## src/rtl/intensity_pwm.sv

```systemverilog
// intensity_pwm: turns the 4-bit proximity intensity from the distance stage into a
// debounced target level, ramps the drive level one step at a time toward that target,
// and emits a glitch-free PWM whose duty is level/8.
//
// Ports
//   clk        in   system clock
//   reset      in   asynchronous active-low reset
//   intensity  in   proximity level 0..8 (9..15 clamp to 8)
//   pwm        out  registered PWM drive
//   level      out  current drive level 0..8
//   target     out  debounced target level 0..8
//   ramping    out  high while level != target
module intensity_pwm #(
    parameter int unsigned SAMPLE_CYCLES = 2400000,
    parameter int unsigned STABLE_COUNT  = 2,
    parameter int unsigned RAMP_CYCLES   = 400000,
    parameter int unsigned PWM_STEP      = 500
) (
    input  logic       clk,
    input  logic       reset,
    input  logic [3:0] intensity,
    output logic       pwm,
    output logic [3:0] level,
    output logic [3:0] target,
    output logic       ramping
);

    localparam int unsigned SCW    = (SAMPLE_CYCLES > 1) ? $clog2(SAMPLE_CYCLES) : 1;
    localparam int unsigned STW    = $clog2(STABLE_COUNT + 1);
    localparam int unsigned RCW    = (RAMP_CYCLES > 1) ? $clog2(RAMP_CYCLES) : 1;
    localparam int unsigned PERIOD = 8 * PWM_STEP;
    localparam int unsigned PCW    = (PERIOD > 1) ? $clog2(PERIOD) : 1;
    localparam int unsigned DW     = $clog2(PERIOD + 1);

    localparam logic [SCW-1:0] SampleMax = SCW'(SAMPLE_CYCLES - 1);
    localparam logic [STW-1:0] StableMax = STW'(STABLE_COUNT);
    localparam logic [RCW-1:0] RampMax   = RCW'(RAMP_CYCLES - 1);
    localparam logic [PCW-1:0] PeriodMax = PCW'(PERIOD - 1);

    typedef enum logic [1:0] {
        StIdle,
        StUp,
        StDown
    } ramp_state_e;

    ramp_state_e ramp_state;

    logic [SCW-1:0] sample_cnt_q, sample_cnt_d;
    logic [3:0]     cand_q, cand_d;
    logic [STW-1:0] stable_q, stable_d;
    logic [3:0]     target_q, target_d;
    logic [RCW-1:0] ramp_cnt_q, ramp_cnt_d;
    logic [3:0]     level_q, level_d;
    logic [PCW-1:0] period_cnt_q, period_cnt_d;
    logic [DW-1:0]  duty_q, duty_d;
    logic           pwm_q, pwm_d;

    logic [3:0]     sample;
    logic           tick;
    logic [DW-1:0]  level_duty;
    logic [DW-1:0]  duty_eff;

    assign sample = (intensity > 4'd8) ? 4'd8 : intensity;
    assign tick   = (sample_cnt_q == SampleMax);

    // Sample timebase and debounce.
    always_comb begin
        sample_cnt_d = tick ? '0 : sample_cnt_q + SCW'(1);
        cand_d       = cand_q;
        stable_d     = stable_q;
        target_d     = target_q;
        if (tick) begin
            if (sample == cand_q) begin
                if (stable_q != StableMax) begin
                    stable_d = stable_q + STW'(1);
                end
            end else begin
                cand_d   = sample;
                stable_d = STW'(1);
            end
            if (stable_d == StableMax) begin
                target_d = cand_d;
            end
        end
    end

    // Ramp FSM: the state is purely a decode of level vs target, so a target change takes
    // effect on the very next cycle without disturbing the running step counter.
    always_comb begin
        if (level_q < target_q) begin
            ramp_state = StUp;
        end else if (level_q > target_q) begin
            ramp_state = StDown;
        end else begin
            ramp_state = StIdle;
        end
    end

    always_comb begin
        ramp_cnt_d = '0;
        level_d    = level_q;
        unique case (ramp_state)
            StIdle: ramp_cnt_d = '0;
            StUp, StDown: begin
                if (ramp_cnt_q == RampMax) begin
                    ramp_cnt_d = '0;
                    level_d    = (ramp_state == StUp) ? level_q + 4'd1 : level_q - 4'd1;
                end else begin
                    ramp_cnt_d = ramp_cnt_q + RCW'(1);
                end
            end
            default: ramp_cnt_d = '0;
        endcase
    end

    // PWM. The duty for a new period is taken from level at counter 0 and also used for the
    // compare on that same cycle, so full-scale stays high across the wrap and zero stays low.
    assign level_duty = DW'(level_q) * DW'(PWM_STEP);
    assign duty_eff   = (period_cnt_q == '0) ? level_duty : duty_q;

    always_comb begin
        period_cnt_d = (period_cnt_q == PeriodMax) ? '0 : period_cnt_q + PCW'(1);
        duty_d       = duty_eff;
        pwm_d        = (DW'(period_cnt_q) < duty_eff);
    end

    always_ff @(posedge clk or negedge reset) begin
        if (!reset) begin
            sample_cnt_q <= '0;
            cand_q       <= '0;
            stable_q     <= '0;
            target_q     <= '0;
            ramp_cnt_q   <= '0;
            level_q      <= '0;
            period_cnt_q <= '0;
            duty_q       <= '0;
            pwm_q        <= 1'b0;
        end else begin
            sample_cnt_q <= sample_cnt_d;
            cand_q       <= cand_d;
            stable_q     <= stable_d;
            target_q     <= target_d;
            ramp_cnt_q   <= ramp_cnt_d;
            level_q      <= level_d;
            period_cnt_q <= period_cnt_d;
            duty_q       <= duty_d;
            pwm_q        <= pwm_d;
        end
    end

    assign pwm     = pwm_q;
    assign level   = level_q;
    assign target  = target_q;
    assign ramping = (ramp_state != StIdle);

endmodule
```

## config.mk

```make
export PLATFORM = sky130hd
export DESIGN_NAME = intensity_pwm
export DESIGN_NICKNAME = d
export VERILOG_FILES = /design/src/rtl/intensity_pwm.sv
export SDC_FILE = /design/constraint.sdc
export NUM_CORES = 1
export LEC_CHECK = 0
export CAP_MARGIN = 10
export CORE_MARGIN = 4
export CORE_UTILIZATION = 35
export DETAILED_ROUTE_END_ITERATION = 12
export DONT_BUFFER_PORTS = 1
export HOLD_SLACK_MARGIN = 0.03
export PLACE_DENSITY = 0.6
export SETUP_SLACK_MARGIN = 0.15
export SYNTH_ARGS = -nofsm -noshare
export SYNTH_HDL_FRONTEND = slang
export SYNTH_SLANG_ARGS = --single-unit
```

## constraint.sdc

```tcl
create_clock -name clk -period 8.2 [get_ports clk]
set_clock_uncertainty 0.2 [all_clocks]
set_input_delay 2.05 -clock clk [delete_from_list [all_inputs] [get_ports clk]]
set_output_delay 2.05 -clock clk [all_outputs]
set_load 0.05 [all_outputs]
```

After elaboration in Yosys (flattened, before gate mapping)

Index checks and enable logic that the tools add are counted.

Add/subtract/negate cells: 6
$mul: 1
Magnitude comparators: 4
Equality and inequality tests: 8
Multiplexer cells: 13
Reductions and logical operators: 5

Operators with widths:

| kind                    | count |
|---|---|
| $mux W19                | 2 |
| $mux W12                | 2 |
| $add A22 B1 Y22 const B | 1 |
| $eq A22 B22 Y1 const B  | 1 |
| $mux W22                | 1 |
| $add A19 B1 Y19 const B | 1 |
| $eq A19 B19 Y1 const B  | 1 |
| $add A12 B1 Y12 const B | 1 |
| $eq A12 B12 Y1 const B  | 1 |
| $logic_not A12 Y1       | 1 |
| $lt A12 B12 Y1          | 1 |
| $mux W4                 | 3 |
| $mul A4 B7 Y10 const B  | 1 |
| $mux W2                 | 5 |
| $add A4 B1 Y4 const B   | 1 |
| $eq A2 B2 Y1 const B    | 2 |
| $eq A4 B4 Y1            | 1 |
| $gt A4 B4 Y1            | 1 |
| $gt A4 B4 Y1 const B    | 1 |
| $lt A4 B4 Y1            | 1 |
| $reduce_and A2 Y1       | 2 |
| $sub A4 B1 Y4 const B   | 1 |
| $add A2 B1 Y2 const B   | 1 |
| $eq A2 B1 Y1 const B    | 1 |
| other kinds (3)         | 3 |

Flip-flop bits (word level): 80
Input bits: 6
Output and inout port bits: 10

Longest topological paths before layout

Gate-level depths: netlist of run 1.

Word-level depth: 7
Gate-level depth with buffers: 15
Depth with buffers taken out: 15

Least setup slack after synthesis of run 1

No wires, ideal clock.

Path kind: reg2reg
Start: register level_q[1] (netlist: level[1])
End: register pwm_q (netlist: pwm)
Library setup time: 111 ps
Data arrival time: 3,863 ps
Path slack: 4,026 ps
Stages on the path, launching flop included: 15
Path buffers: 0
Clock period less this slack: 4,174 ps
Cell sequence: dfrtp_1 fa_1 inv_1 fa_1 inv_1 ha_1 nor2b_1 o31a_1 o21ai_1 a211o_1 and3_1 ha_1 nand4_1 a211oi_2 a2111oi_2

Longest elaborated chain between the ends: 3

RTL lines:

| element                | line | source |
|---|---|---|
| from (decl)            | 53   | `logic [3:0] level_q, level_d;` |
| from (signal assigned) | 144  | `level_q <= level_d;` |
| $mul A4 B7 Y10         | 118  | `assign level_duty = DW'(level_q) * DW'(PWM_STEP);` |
| $mux W12               | 119  | `assign duty_eff = (period_cnt_q == '0) ? level_duty : duty_q;` |
| $lt A12 B12 Y1         | 124  | `pwm_d = (DW'(period_cnt_q) < duty_eff);` |
| net pwm_d              | 56   | `logic pwm_q, pwm_d;` |
| to (signal assigned)   | 147  | `pwm_q <= pwm_d;` |
| to (decl)              | 56   |  |

The timed path passes the listed nets, and every way through them passes these cells.
A chain may end at the register's enable or synchronous reset.

Worst setup path after layout of run 1

Start: register level_q[0] (netlist: level[0])
End: output ramping

Longest elaborated chain between the ends: 4
Elaborated cells between the ends (all ways): 5

RTL lines:

| element                | line | source |
|---|---|---|
| $gt A4 B4 Y1           | 92   | `end else if (level_q > target_q) begin` |
| $mux W2                | 92   |  |
| $mux W2 (*)            | 90   | `if (level_q < target_q) begin` |
| $reduce_bool A2 Y1 (*) | 154  | `assign ramping = (ramp_state != StIdle);` |
| to (decl)              | 25   | `output logic ramping` |

Mark *: on every way between the ends. The rest lies on a longest branch, timed or not.

==> key figures, run 1 <==
Critical path
  – CP endpoint kind: output pin
  – Critical-path maximum fanout: 9
  – Max incr delay on CP: 0.85 ns
  – CP Class: reg -> out
  – Crit path max-delay family: flip-flops
  – WP buf/inv: 2
  – Worst-path cell chain: inv_1, ha_1, nand4_1, a31oi_1, inv_1
  – WP data required: 5.95 ns
  – Startpoint types: register
  – CP Data Arrival Time: 2.40 ns
  – Cell mode on critical path: inv_1
  – Crit. Startpoint: level[0]
  – Worst r2r src: level[1]
  – CP max-delay cell: dfrtp_1

Floorplan
  – Die Span Y: 123 um
  – I/O Pins: 16
  – Die width: 123 um
  – Core area: 12,800 um^2
  – Full die area: 15,200 um^2
  – Starting Density: 36.3%
  – Row Count: 41

CTS
  – CTS resizes: 0
  – Worst skew pair latency: 0.33 ns
  – # H-tree levels: 3
  – Clock root cell: clkbuf_16
  – Clock Path Buffers: 2
  – CTS tree: done
  – Clk slew on worst S/H paths: 0.06 ns
  – CTS buffer count: 9
  – TritonCTS Sinks: 80
  – Post-CTS Hold Fix Bufs: 0
  – Post-CTS Setup Inserts: 0

STA
  – Setup TNS: 0 ns
  – Crit path time final: 4.65 ns
  – Slew @ Worst Pin: 0.912 ns
  – Slew Limit Fails: 0
  – Fmax: 215 MHz
  – Final period util: 56.7%
  – Final setup violation count: 0
  – Slew headroom: 39.1%
  – Unrepaired setup endpoints after global routing: no
  – Hold Vio Cnt, Final: 0

Logic synthesis
  – Syn Inst Count: 448
  – Post-synth EDFFs: 0
  – Syn avg cell area: 10.4 um^2
  – Synth Flop Type: dfrtp_1
  – Post-Syn Area: 4640 um^2
  – Number of synthesized register bits: 80
  – Post-synthesis sequential area ratio: 43.2%
  – Post-synthesis async set-or-reset flop share: 100%
  – Synth unique cells: 56
  – Synth Net Count: 494
  – Synth warnings: 0

Power
  – Leak: 2.31 nW
  – Maximum VDD drop: 0.0943 mV
  – Power Density: 160 nW/um^2

Cells and area
  – Footprint of the multi-input gates: 2480 um^2
  – Reg area: 2000 um^2
  – Final core occ: 40.2%
  – Final net count: 500
  – Layout cells sized above 1: 8.50%
  – FILL cells: 1,240
  – Antenna Cells: 0
  – Final non-filler cell total: 631
  – Area delta synth->final: 10.8%

Routing
  – Number of remaining DRC errors: 0
  – DRT iter0 DRCs: 220
  – DR WL/cell: 13.4 um
  – Routed Antenna Nets: 0
  – Vias: 3,115
  – Drt pass-1 iters: 4
  – Vias per cell: 4.94
  – Routed WL: 8470 um

GRT
  – Vias in the first global route: 3,132
  – Largest net degree at the start of global routing: 81
  – Grt ovf: 0
  – First-pass GRT wire length: 14,800 um
  – Tot GR Track Use: 12.3%
  – Initial antenna violation count: 0

Place
  – Detailed placement HPWL: 6050 um
  – Routability cong.: 0.779
  – Number of port buffers: 0
  – Placed instance count: 615

Worst hold path
  – HP Start: sample_cnt_q[21]
  – Worst min path class: reg -> reg

Flow run
  – Max_cap viols: 0

Status
  – Status: completed
## cell usage in the layout, fill, tap and decap left out, types with 3 or more instances in the layout
| cell | n |
|---|---|
| nor2b_1 | 7 |
| nor2_1 | 49 |
| a211oi_1 | 3 |
| nand2_1 | 25 |
| inv_1 | 32 |
| a21o_1 | 4 |
| o21ai_0 | 14 |
| and2_1 | 5 |
| nand3_1 | 26 |
| clkbuf_16 | 9 |
| mux2_2 | 6 |
| xnor2_1 | 26 |
| and3_1 | 7 |
| clkbuf_1 | 3 |
| fa_1 | 6 |
| nor4_2 | 3 |
| nand4_1 | 13 |
| ha_1 | 34 |
| or3_1 | 4 |
| o21a_1 | 4 |
| o21ai_1 | 3 |
| dfrtp_1 | 80 |
| nand4b_1 | 3 |
| xor2_1 | 24 |
| mux2_4 | 4 |
| nor3_1 | 8 |
| a21oi_1 | 15 |
## synthesized netlist by cell type (3+ instances only)
cell type / number / area, um^2
o21ai_0: 14 / 70.1
dfrtp_1: 80 / 2000
nor2_1: 49 / 184
nand4b_1: 3 / 26.3
nor3_1: 8 / 40.0
nor2b_1: 7 / 43.8
a21o_1: 4 / 30.0
nand4_1: 13 / 81.3
o21a_1: 4 / 30.0
nand3_1: 26 / 130
o21ai_1: 3 / 15.0
mux2_4: 4 / 60.1
a211oi_1: 3 / 22.5
nor4_2: 3 / 37.5
nand2_1: 25 / 93.8
a21oi_1: 15 / 75.1
xnor2_1: 26 / 228
or3_1: 4 / 25.0
buf_2: 3 / 15.0
ha_1: 34 / 425
fa_1: 6 / 120
mux2_2: 6 / 67.6
inv_1: 32 / 120
and2_1: 5 / 31.3
and3_1: 7 / 43.8
xor2_1: 24 / 210
## final timing paths
path	end	slack (ns)	cells after the start
worst min register to register	sample_cnt_q[21]	0.27	1
worst max-delay path	ramping	3.55	5
max in group asynchronous	duty_q[0]	6.41	0
min in group asynchronous	duty_q[11]	1.22	0
worst max register to register	pwm	3.74	14
worst min-delay path	sample_cnt_q[21]	0.27	1
## flip-flops by register name, indices dropped and copies added, names as in the netlist
register and flops:
sample_cnt_q 22, ramp_cnt_q 19, duty_q 12, period_cnt_q 12, cand_q 4, level 4, target 4, stable_q 2
pwm 1
## area by class of cell
| type | instances | share of cell area [%] |
|---|---|---|
| inverter | 32 | 2.34 |
| clock buffer | 13 | 4.87 |
| sequential | 80 | 39.0 |
| multi-input combinational | 331 | 48.4 |
| tap | 172 | 4.19 |
| clock inverter | 3 | 1.27 |
## routing by layer
metal	track usage, %	share of wire, %	up-vias
met3	2.29	3.7	11
met2	19.0	45	33
li1	-	-	1569
met4	5.61	2.0	0
met5	0	0	-
met1	16.7	49	1502
## metrics by stage
| step | power (mW) | cell area, um^2 | hold slack (ns) | setup slack (ns) |
|---|---|---|---|---|
| after floorplan | 0.404 | 4640 | 0.232 | 4.03 |
| after global placement | 0.405 | 4820 | 0.261 | 3.86 |
| after detailed placement | 0.405 | 4820 | 0.259 | 3.75 |
| after CTS | 0.837 | 5140 | 0.269 | 3.50 |
| after global routing | 0.852 | 5140 | 0.283 | 3.31 |
| final | 0.824 | 5140 | 0.265 | 3.55 |
## where the power goes
group | leakage, nW | switching (mW) | internal (mW)
registers | 1.08 | 0 | 0.395
logic | 1.07 | 0.00140 | 0.00126
clock network | 0.154 | 0.152 | 0.275
## logic make-up after synthesis
group                    count (synthesis)  share of synthesized area, %
AND/OR/NAND/NOR                        171                          21.0
AO/OA/AOI/OAI                           56                          7.66
buffers and inverters                   37                          3.24
adder cells (fa/ha/maj)                 40                          11.8
XOR/XNOR                                50                          9.44
flip-flops                              80                          43.2
multiplexers                            14                          3.67
No activity file was read; power rests on OpenSTA's default activity.
==> run 2, diff against run 1 <==
clock period = 4.55 ns   (was 8.2 ns; I/O delays follow)
==> key figures, run 2 (synthesis results as in run 1) <==
Cells and area
  – Commonest non-fill, non-tap cell in the layout: dfrtp_1
  – Layout cells sized above 1: 10.1% (+1.6 points)
  – Biggest register: sample_cnt_q
  – Max reg flops: 22 (unchanged)
  – Footprint of the multi-input gates: 2490 um^2 (+0.20%)
  – Most frequent cells in the layout: dfrtp_1, nor2_1, ha_1, inv_1
  – Final net count: 505 (+1.0%)
  – Top flop regs: sample_cnt_q (22), ramp_cnt_q (19)
  – FILL cells: 1,233 (-0.56%)
  – Antenna Cells: 0 (unchanged)
  – Area delta synth->final: 10.7%
  – Reg area: 2000 um^2 (unchanged)

Critical path
  – Reg-to-reg slack, setup: 0.38 ns (-3.36 ns)
  – Crit. Startpoint: level[1]
  – Critical-path maximum fanout: 5 (-4)
  – Crit path capture: pwm
  – FF-to-FF End: pwm
  – CP max-delay cell: fa_2
  – CP Data Arrival Time: 4.18 ns (+1.78 ns)
  – CP endpoint kind: register
  – Worst-path cell chain: fa_2, inv_1, fa_1, inv_1, ha_1, nor2b_2, o31a_1, o21ai_1, a211o_1, and3_1, ha_1, nand4_1, a211oi_2, a2111oi_2
  – Depth of the most critical reg-to-reg path: 14 (unchanged)
  – Startpoint types: register
  – CP Class: reg -> reg
  – Max incr delay on CP: 0.65 ns (-0.20 ns)
  – Worst r2r src: level[1]
  – WP data required: 4.57 ns (-1.38 ns)

CTS
  – Post-CTS Hold Fix Bufs: 0 (unchanged)
  – CTS tree: done
  – Clock root cell: clkbuf_16
  – Clk slew on worst S/H paths: 0.06 ns (about the same)
  – Clock Path Buffers: 2 (unchanged)
  – CTS buffer count: 9 (unchanged)
  – TritonCTS Sinks: 80 (unchanged)
  – Worst skew pair latency: 0.34 ns (about the same)
  – # H-tree levels: 3 (unchanged)

GRT
  – Vias in the first global route: 3,346 (+6.8%)
  – M1 GR Usage: 18.2% (+1.5 points)
  – Tot GR Track Use: 13.4% (+1.2 points)
  – Largest net degree at the start of global routing: 81 (unchanged)
  – Grt ovf: 0 (unchanged)
  – Gr busiest metal: met2
  – Grt met2 use: 19.9% (+0.89 points)
  – M3 GR Usage: 3.29% (+1.0 points)
  – First-pass GRT wire length: 16,100 um (+8.7%)
  – Initial antenna violation count: 0 (unchanged)

STA
  – Fmax: 240 MHz
  – Slew Limit Fails: 0 (unchanged)
  – Hold Vio Cnt, Final: 0 (unchanged)
  – Slew @ Worst Pin: 0.593 ns (-0.319 ns)
  – Setup TNS: 0 ns (unchanged)
  – Slew headroom: 60.4% (+21 points)
  – Final period util: 91.6%
  – Unrepaired setup endpoints after global routing: no
  – Crit path time final: 4.17 ns
  – Final setup violation count: 0 (unchanged)

Routing
  – DRT iter0 DRCs: 193 (-12%)
  – Routed WL: 8960 um (+5.7%)
  – Routed Antenna Nets: 0 (unchanged)
  – Vias per cell: 4.99 (+1.0%)
  – Drt pass-1 iters: 4 (unchanged)
  – Number of remaining DRC errors: 0 (unchanged)
  – Vias: 3,171 (+1.8%)
  – DR WL/cell: 14.1 um (+4.9%)

Status
  – Status: completed

Floorplan
  – Core area: 12,800 um^2 (unchanged)
  – Row Count: 41 (unchanged)
  – Die Span Y: 123 um (unchanged)
  – Starting Density: 36.3% (unchanged)
  – I/O Pins: 16 (unchanged)
  – Die width: 123 um (unchanged)
  – Full die area: 15,200 um^2 (unchanged)

Place
  – Routability cong.: 0.802 (+3.0%)
  – Number of port buffers: 0 (unchanged)
  – Detailed placement HPWL: 6490 um (+7.3%)

Flow run
  – Max_cap viols: 0 (unchanged)

Power
  – Post-layout power: 1.37 mW (+66%)
  – Power Density: 267 nW/um^2 (+67%)
  – Leak: 2.31 nW (-0.16%)
  – Maximum VDD drop: 0.182 mV (+92%)

Worst hold path
  – Worst min path class: reg -> reg
run 2: worst min path at each step:
stage,start,to,slack (ns),cells past startpoint
5_1_grt,reset,sample_cnt_q[15],0.28,0
2_1_floorplan,duty_q[1],duty_q[1],0.23,2
4_1_cts,reset,period_cnt_q[0],0.27,0
3_5_place_dp,duty_q[11],duty_q[11],0.26,2
3_3_place_gp,duty_q[1],duty_q[1],0.25,2
6_report,duty_q[11],duty_q[11],0.27,2
run 2: final cells by class:
cell class | instances | area share, %
inverters | 32 | 2.34
clock inverters | 5 | 0.658
flip-flops and latches | 80 | 39.0
repair buffers | 5 | 0.732
multi-input cells | 331 | 48.5
well taps | 172 | 4.19
clock buffers | 11 | 4.54
run 2: worst max-delay path, delay by kind of cell (launching register included):
family | cells | cell delay [ns]
simple gates | 3 | 0.50
fa+ha+maj | 4 | 1.79
compound gates | 5 | 1.00
buf+inv | 2 | 0.11
flops | 1 | 0.45
run 2: timing repair:
| item | CTS | global route |
|---|---|---|
| endpoints found under the hold margin | 0 | 0 |
| gates resized for setup | 0 | 2 |
| setup buffers | 0 | 0 |
| endpoints found under the setup margin | 0 | 1 |
run 2: power breakdown:
group	internal (mW)	switching, mW	leakage (nW)
Sequential	0.711	0	1.08
Combinational	0.00226	0.00281	1.10
Clock	0.368	0.287	0.126
Total	1.08	0.290	2.31
run 2: stage by stage:
stage               cells  util [%]  setup WS, ns  hold WS, ns  area, um^2
CTS                   636      40.1         0.324        0.273        5130
detailed placement    620      38.0         0.349        0.258        4860
floorplan             448         -         0.376        0.232        4640
finish                636      40.2         0.383        0.270        5130
global route          636      40.2         0.158        0.277        5130
global placement      620      38.0         0.528        0.247        4860
run 2: layer usage:
layer,share of wire (%),up-vias
li1,-,1585
met5,0,-
met1,49,1529
met2,44,42
met4,2.7,0
met3,4.5,15
==> run 3, diff against run 2 <==
ABC_CLOCK_PERIOD_IN_PS = 4550   (was unset)
==> results of run 3 <==
The final DEF is identical to that of run 2; final timing and power are the same.
